### src/rtl/udp_pattern_gen.sv
`default_nettype none
// ============================================================================
//  Module   : udp_pattern_gen
//  Brief    : Windowed burst traffic source for the UDP user write port,
//             with four data patterns, ready backpressure and debug counters.
//  Revision : 1.0 - initial release
// ============================================================================
module udp_pattern_gen #(
    parameter int DATA_W        = 32,
    parameter int WINDOW_CYCLES = 125_000_000,
    parameter int SAMPLE_DIV    = 47,
    parameter int BURST_LEN     = 10,
    parameter int CNT_W         = 16
) (
    input  logic              i_Sys_clk,
    input  logic              i_Rst_n,
    input  logic              i_Enable,
    input  logic [1:0]        i_Mode,
    input  logic [DATA_W-1:0] i_Const,
    output logic [DATA_W-1:0] o_Data,
    output logic              o_Valid,
    output logic              o_Last,
    input  logic              i_Ready,
    output logic              o_Busy,
    output logic [CNT_W-1:0]  o_Frame_cnt,
    output logic [CNT_W-1:0]  o_Drop_cnt,
    output logic [CNT_W-1:0]  o_Miss_cnt
);

    localparam int WIN_W  = (WINDOW_CYCLES > 1) ? $clog2(WINDOW_CYCLES) : 1;
    localparam int SMP_W  = (SAMPLE_DIV > 1) ? $clog2(SAMPLE_DIV) : 1;
    localparam int BEAT_W = (BURST_LEN > 1) ? $clog2(BURST_LEN) : 1;

    localparam logic [WIN_W-1:0]  c_WIN_LAST  = WIN_W'(WINDOW_CYCLES - 1);
    localparam logic [SMP_W-1:0]  c_SMP_LAST  = SMP_W'(SAMPLE_DIV - 1);
    // The window-start cycle itself counts as sample phase 0.
    localparam logic [SMP_W-1:0]  c_SMP_FIRST = SMP_W'((SAMPLE_DIV > 1) ? 1 : 0);
    localparam logic [BEAT_W-1:0] c_BEAT_LAST = BEAT_W'(BURST_LEN - 1);
    localparam logic [CNT_W-1:0]  c_CNT_MAX   = {CNT_W{1'b1}};
    localparam logic [31:0]       c_LFSR_SEED = 32'h0000_0001;

    localparam logic [1:0] c_ST_IDLE = 2'd0;
    localparam logic [1:0] c_ST_RUN  = 2'd1;
    localparam logic [1:0] c_ST_HOLD = 2'd2;

    logic [1:0]        r_state, w_state_nxt;
    logic [WIN_W-1:0]  r_win_cnt;
    logic [SMP_W-1:0]  r_smp_cnt, w_smp_nxt;
    logic [BEAT_W-1:0] r_beat, w_beat_nxt, w_beat_eff;
    logic [1:0]        r_mode, w_mode_nxt;
    logic [DATA_W-1:0] r_free, w_free_nxt, w_free_eff;
    logic [31:0]       r_lfsr, w_lfsr_nxt, w_lfsr_eff;
    logic [DATA_W-1:0] r_data, w_data_nxt, w_pattern;
    logic              r_valid, w_valid_nxt;
    logic              r_last, w_last_nxt;
    logic [CNT_W-1:0]  r_frame, w_frame_nxt;
    logic [CNT_W-1:0]  r_drop, w_drop_nxt;
    logic [CNT_W-1:0]  r_miss, w_miss_nxt;
    logic              w_ws, w_accept, w_tick;

    function automatic logic [31:0] lfsr_step(input logic [31:0] s);
        lfsr_step = {s[30:0], s[31] ^ s[21] ^ s[1] ^ s[0]};
    endfunction

    always_ff @(posedge i_Sys_clk) begin
        if (!i_Rst_n)
            r_win_cnt <= '0;
        else if (r_win_cnt == c_WIN_LAST)
            r_win_cnt <= '0;
        else
            r_win_cnt <= r_win_cnt + 1'b1;
    end

    assign w_ws     = (r_win_cnt == '0);
    assign w_accept = r_valid & i_Ready;
    assign w_tick   = (r_state != c_ST_IDLE) && (r_smp_cnt == c_SMP_LAST);

    // Pattern state as seen after any acceptance in this cycle, so a beat
    // loaded on the same clock as an acceptance carries the next value.
    assign w_beat_eff = w_accept ? r_beat + 1'b1 : r_beat;
    assign w_free_eff = w_accept ? r_free + 1'b1 : r_free;
    assign w_lfsr_eff = w_accept ? lfsr_step(r_lfsr) : r_lfsr;

    always_comb begin
        w_pattern = '0;
        case (r_mode)
            2'd0:    w_pattern = DATA_W'(w_beat_eff);
            2'd1:    w_pattern = w_free_eff;
            2'd2:    w_pattern = DATA_W'(w_lfsr_eff);
            default: w_pattern = i_Const;
        endcase
    end

    always_comb begin
        w_state_nxt = r_state;
        w_smp_nxt   = r_smp_cnt;
        w_beat_nxt  = w_beat_eff;
        w_mode_nxt  = r_mode;
        w_free_nxt  = w_free_eff;
        w_lfsr_nxt  = w_lfsr_eff;
        w_data_nxt  = r_data;
        w_valid_nxt = r_valid;
        w_last_nxt  = r_last;
        w_frame_nxt = r_frame;
        w_drop_nxt  = r_drop;
        w_miss_nxt  = r_miss;

        if (r_state != c_ST_IDLE)
            w_smp_nxt = (r_smp_cnt == c_SMP_LAST) ? '0 : r_smp_cnt + 1'b1;

        if (w_ws && (r_state != c_ST_IDLE) && (r_miss != c_CNT_MAX))
            w_miss_nxt = r_miss + 1'b1;

        case (r_state)
            c_ST_IDLE: begin
                w_smp_nxt = '0;
                if (w_ws && i_Enable) begin
                    w_state_nxt = c_ST_RUN;
                    w_mode_nxt  = i_Mode;
                    w_beat_nxt  = '0;
                    w_smp_nxt   = c_SMP_FIRST;
                end
            end
            c_ST_RUN: begin
                if (w_tick) begin
                    w_state_nxt = c_ST_HOLD;
                    w_data_nxt  = w_pattern;
                    w_valid_nxt = 1'b1;
                    w_last_nxt  = (w_beat_eff == c_BEAT_LAST);
                end
            end
            c_ST_HOLD: begin
                if (w_accept) begin
                    if (r_last) begin
                        w_state_nxt = c_ST_IDLE;
                        w_valid_nxt = 1'b0;
                        w_last_nxt  = 1'b0;
                        w_beat_nxt  = '0;
                        w_smp_nxt   = '0;
                        w_frame_nxt = r_frame + 1'b1;
                    end else if (w_tick) begin
                        w_data_nxt  = w_pattern;
                        w_last_nxt  = (w_beat_eff == c_BEAT_LAST);
                    end else begin
                        w_state_nxt = c_ST_RUN;
                        w_valid_nxt = 1'b0;
                        w_last_nxt  = 1'b0;
                    end
                end else if (w_tick && (r_drop != c_CNT_MAX)) begin
                    w_drop_nxt = r_drop + 1'b1;
                end
            end
            default: begin
                w_state_nxt = c_ST_IDLE;
                w_valid_nxt = 1'b0;
                w_last_nxt  = 1'b0;
            end
        endcase
    end

    always_ff @(posedge i_Sys_clk) begin
        if (!i_Rst_n) begin
            r_state   <= c_ST_IDLE;
            r_smp_cnt <= '0;
            r_beat    <= '0;
            r_mode    <= '0;
            r_free    <= '0;
            r_lfsr    <= c_LFSR_SEED;
            r_data    <= '0;
            r_valid   <= 1'b0;
            r_last    <= 1'b0;
            r_frame   <= '0;
            r_drop    <= '0;
            r_miss    <= '0;
        end else begin
            r_state   <= w_state_nxt;
            r_smp_cnt <= w_smp_nxt;
            r_beat    <= w_beat_nxt;
            r_mode    <= w_mode_nxt;
            r_free    <= w_free_nxt;
            r_lfsr    <= w_lfsr_nxt;
            r_data    <= w_data_nxt;
            r_valid   <= w_valid_nxt;
            r_last    <= w_last_nxt;
            r_frame   <= w_frame_nxt;
            r_drop    <= w_drop_nxt;
            r_miss    <= w_miss_nxt;
        end
    end

    assign o_Data      = r_data;
    assign o_Valid     = r_valid;
    assign o_Last      = r_last;
    assign o_Busy      = (r_state != c_ST_IDLE);
    assign o_Frame_cnt = r_frame;
    assign o_Drop_cnt  = r_drop;
    assign o_Miss_cnt  = r_miss;

endmodule
`default_nettype wire

### config.mk
export PLATFORM = sky130hd
export DESIGN_NAME = udp_pattern_gen
export DESIGN_NICKNAME = d
export VERILOG_FILES = /design/src/rtl/udp_pattern_gen.sv
export SDC_FILE = /design/constraint.sdc
export NUM_CORES = 1
export LEC_CHECK = 0
export CORE_MARGIN = 2
export CORE_UTILIZATION = 31
export CTS_CLUSTER_SIZE = 12
export DETAILED_ROUTE_END_ITERATION = 8
export GPL_TIMING_DRIVEN = 1
export MAX_ROUTING_LAYER = met4
export SYNTH_ARGS = -nofsm -noshare
export SYNTH_HDL_FRONTEND = slang
export SYNTH_SLANG_ARGS = --single-unit
### constraint.sdc
create_clock -name i_Sys_clk -period 3.8 [get_ports i_Sys_clk]
set_clock_uncertainty 0.15 [all_clocks]
set_input_delay 0.57 -clock i_Sys_clk [delete_from_list [all_inputs] [get_ports i_Sys_clk]]
set_output_delay 0.57 -clock i_Sys_clk [all_outputs]
set_load 0.05 [all_outputs]
==> impl_metrics.json <==
{
  "syn_avg_cell_area_um2": 8.71,
  "required_ns": 3.08,
  "grt_pass1_vias": 6777,
  "leakagePower_nw": 3.92,
  "core_region_area_um2": 27600,
  "cts_setup_buffers": 0,
  "p_seq_frac": 0.470,
  "worstMarginPinSlew_ns": 0.992,
  "antenna_found_initial": 0,
  "ys_seq_area_frac": 0.432,
  "arrival_ns": 2.33,
  "syn_nets": 1045,
  "fin_setup_tns_ns": 0,
  "postRouteAntennaNets": 0,
  "ys_ff_latch": 187,
  "track_usage": 0.163,
  "yosys_warnings": 0,
  "synth_top_cell_area_share": 0.432,
  "cts_resized": 0,
  "finalPower_w": 0.00429,
  "fmax_mhz": 328,
  "final_area_um2": 10900,
  "fin_crit_ns": 3.05,
  "internal-power_w": 0.00314,
  "syn_area_um2": 8660,
  "nNetsFinal": 1151,
  "outcome": "finished clean",
  "vias": 7252,
  "die_x_um": 171,
  "ys_types": 60,
  "num-fill-cells": 2851,
  "postCtsHoldBufs": 0,
  "cts_root_buf": "clkbuf_16",
  "synth_edf_count": 0,
  "ioPinCount": 121,
  "cts_buffer_depth": 2,
  "grt_overflow": 0,
  "n_antenna_cell": 0,
  "area_growth_pct": 25.5,
  "startpoint_type": "flip-flop",
  "port_buffers": 120,
  "die_h_um": 171,
  "async_flop_share": 0,
  "swShare": 0.269,
  "maxSlewViolCount": 0,
  "layout-drive-gt1-share": 0.0620,
  "setup_violations": 0,
  "synth_ff_type": "dfxtp_1",
  "htreeDepth": 4,
  "drt_pass1_iterations": 5,
  "dpl_cell_area_um2": 10300,
  "grt_max_degree": 86,
  "seqCellArea_um2": 3740,
  "switchingPower_w": 0.00115,
  "clockPowerShare": 0.427,
  "power-per-cell-area_nw_per_um2": 395,
  "slew_headroom": 0.333,
  "maxCapViolCount": 0,
  "viasPerCell": 4.86,
  "gp_congestion": 0.846,
  "finalCritPeriodShare": 0.803,
  "dr.first_iter.drc_count": 513,
  "wl_mm": 23.3,
  "cts_made_buffers": 17,
  "post_drt_wl_per_cell_um": 15.7,
  "cts_sinks": 187,
  "rows": 61,
  "cp-end-kind": "output pin",
  "insertion_delay_ns": 0.44,
  "synth.area.top_cells": "dfxtp_1, xor2_1, nor2_1",
  "hold_path_class": "flip-flop to flip-flop",
  "start_util": 0.314,
  "grt_pass1_wl_mm": 36.6,
  "rsz0062_at_grt": "no",
  "critPathMaxFanout": 10,
  "synth_area_leader_cell": "dfxtp_1",
  "combPwrFrac": 0.103,
  "whs_ns": 0.314,
  "drc": 0,
  "finalHoldViolCount": 0,
  "syn_inst": 994,
  "critPathKind": "flip-flop to output pin",
  "cts_tree": "yes",
  "multiInputGateArea_um2": 4680,
  "die_area_um2": 29300,
  "hpwl_mm": 16.9,
  "cts.clk_slew.worst_paths_ns": 0.08,
  "ir_drop_v": 0.000257
}
critical path: stages, from the launching register on:
cell and delay, ns:
dfxtp_1 0.38, inv_1 0.08, ha_1 0.32, buf_4 0.22
inv_1 0.09, clkdlybuf4s50_1 0.80
routing by layer:
metal  routed length [µm]  global-route usage  vias to the layer above
li1                     -                   -                     3672
met1                11600               0.225                     3428
met2                10400               0.245                      137
met3                 1060              0.0349                       15
met4                  314              0.0380                        0
met5                    0                   -                        -
layout make-up:
| type | count | share of cell area |
|---|---|---|
| Inverter | 17 | 0.00587 |
| Tap cell | 378 | 0.0435 |
| Clock inverter | 15 | 0.0167 |
| Sequential cell | 187 | 0.345 |
| Clock buffer | 17 | 0.0391 |
| Timing Repair Buffer | 133 | 0.119 |
| Multi-Input combinational cell | 744 | 0.431 |
final timing paths:
check | cells past startpoint | start | endpoint | slack (ns)
worst min-delay path | 2 | o_Data[20]$_SDFFE_PN0P_ | o_Data[20]$_SDFFE_PN0P_ | 0.31
worst max register to register | 7 | r_state[0]$_SDFFE_PN0P_ | o_Miss_cnt[6]$_SDFFE_PN0P_ | 0.92
worst min register to register | 2 | o_Data[20]$_SDFFE_PN0P_ | o_Data[20]$_SDFFE_PN0P_ | 0.31
worst max-delay path | 5 | r_state[0]$_SDFFE_PN0P_ | o_Busy | 0.75
registers in the layout, indices dropped and copies added, names as in the netlist:
name / flops
o_Data: 32
o_Drop_cnt: 16
o_Frame_cnt: 16
o_Last: 1
o_Miss_cnt: 16
o_Valid: 1
r_beat: 4
r_free: 32
r_lfsr: 32
r_mode: 2
r_smp_cnt: 6
r_state: 2
r_win_cnt: 27
logic make-up (layout without fill, tap and decap cells):
family                   count (synthesis)  in the layout  share of synthesized area
XOR/XNOR                               104            104                      0.105
buffers and inverters                   63            182                     0.0280
flip-flops                             187            187                      0.432
adder cells (fa/ha/maj)                 13             13                     0.0188
multiplexers                            42             42                     0.0529
AND/OR/NAND/NOR                        452            452                      0.263
AO/OA/AOI/OAI                          133            133                      0.100
synth_stat cells (all sizes together) (2+ instances only):
cell type and n:
mux2 10, ha 13, nor2b 41, o221ai 4
nand3 59, and2 40, o31a 2, inv 17
a31oi 3, o2bb2ai 2, a2111oi 2, o41ai 7
o21a 3, o21ai 40, a21o 3, xor2 54
and3 22, nand2 85, nor4 14, o31ai 2
a21oi 35, or4 4, nor3b 2, nand4 27
o211a 5, clkbuf 40, dfxtp 187, or3 4
a31o 2, nand2b 2, buf 6, nor3 11
a221oi 4, a21boi 2, a211oi 4, mux2i 30
nor2 123, xnor2 50, and4 16, mux4 2
o211ai 3
stage by stage:
| step | util | instances | setup WS (ns) |
|---|---|---|---|
| 3_5_place_dp | 0.371 | 1459 | 0.719 |
| 6_report | 0.393 | 1491 | 0.749 |
| 5_1_grt | 0.393 | 1491 | 0.623 |
| 3_3_place_gp | 0.371 | 1459 | 0.781 |
| 4_1_cts | 0.393 | 1491 | 0.713 |
| 2_1_floorplan | - | 994 | 1.24 |
placed cells by master (no fill, tap or decap), types with 5 or more instances in the layout:
cell / count
a21oi_1: 34
and2_1: 40
and3_1: 22
and4_1: 16
buf_4: 13
clkbuf_16: 17
clkdlybuf4s50_1: 119
dfxtp_1: 186
ha_1: 13
inv_1: 16
mux2_2: 10
mux2i_1: 30
nand2_1: 85
nand3_1: 59
nand4_1: 27
nor2_1: 122
nor2b_1: 41
nor3_1: 11
nor4_1: 12
o211a_1: 5
o21ai_0: 40
o41ai_1: 7
xnor2_1: 50
xor2_1: 54
power by group through the flow:
stage               combinational, W  clock, W  sequential (W)
finish                      0.000443   0.00183         0.00202
global route                0.000490   0.00196         0.00202
CTS                         0.000445   0.00188         0.00201
detailed placement          0.000442         0         0.00206
global placement            0.000443         0         0.00206
floorplan                   0.000282         0         0.00206
No activity file was read; power rests on OpenSTA's default activity.
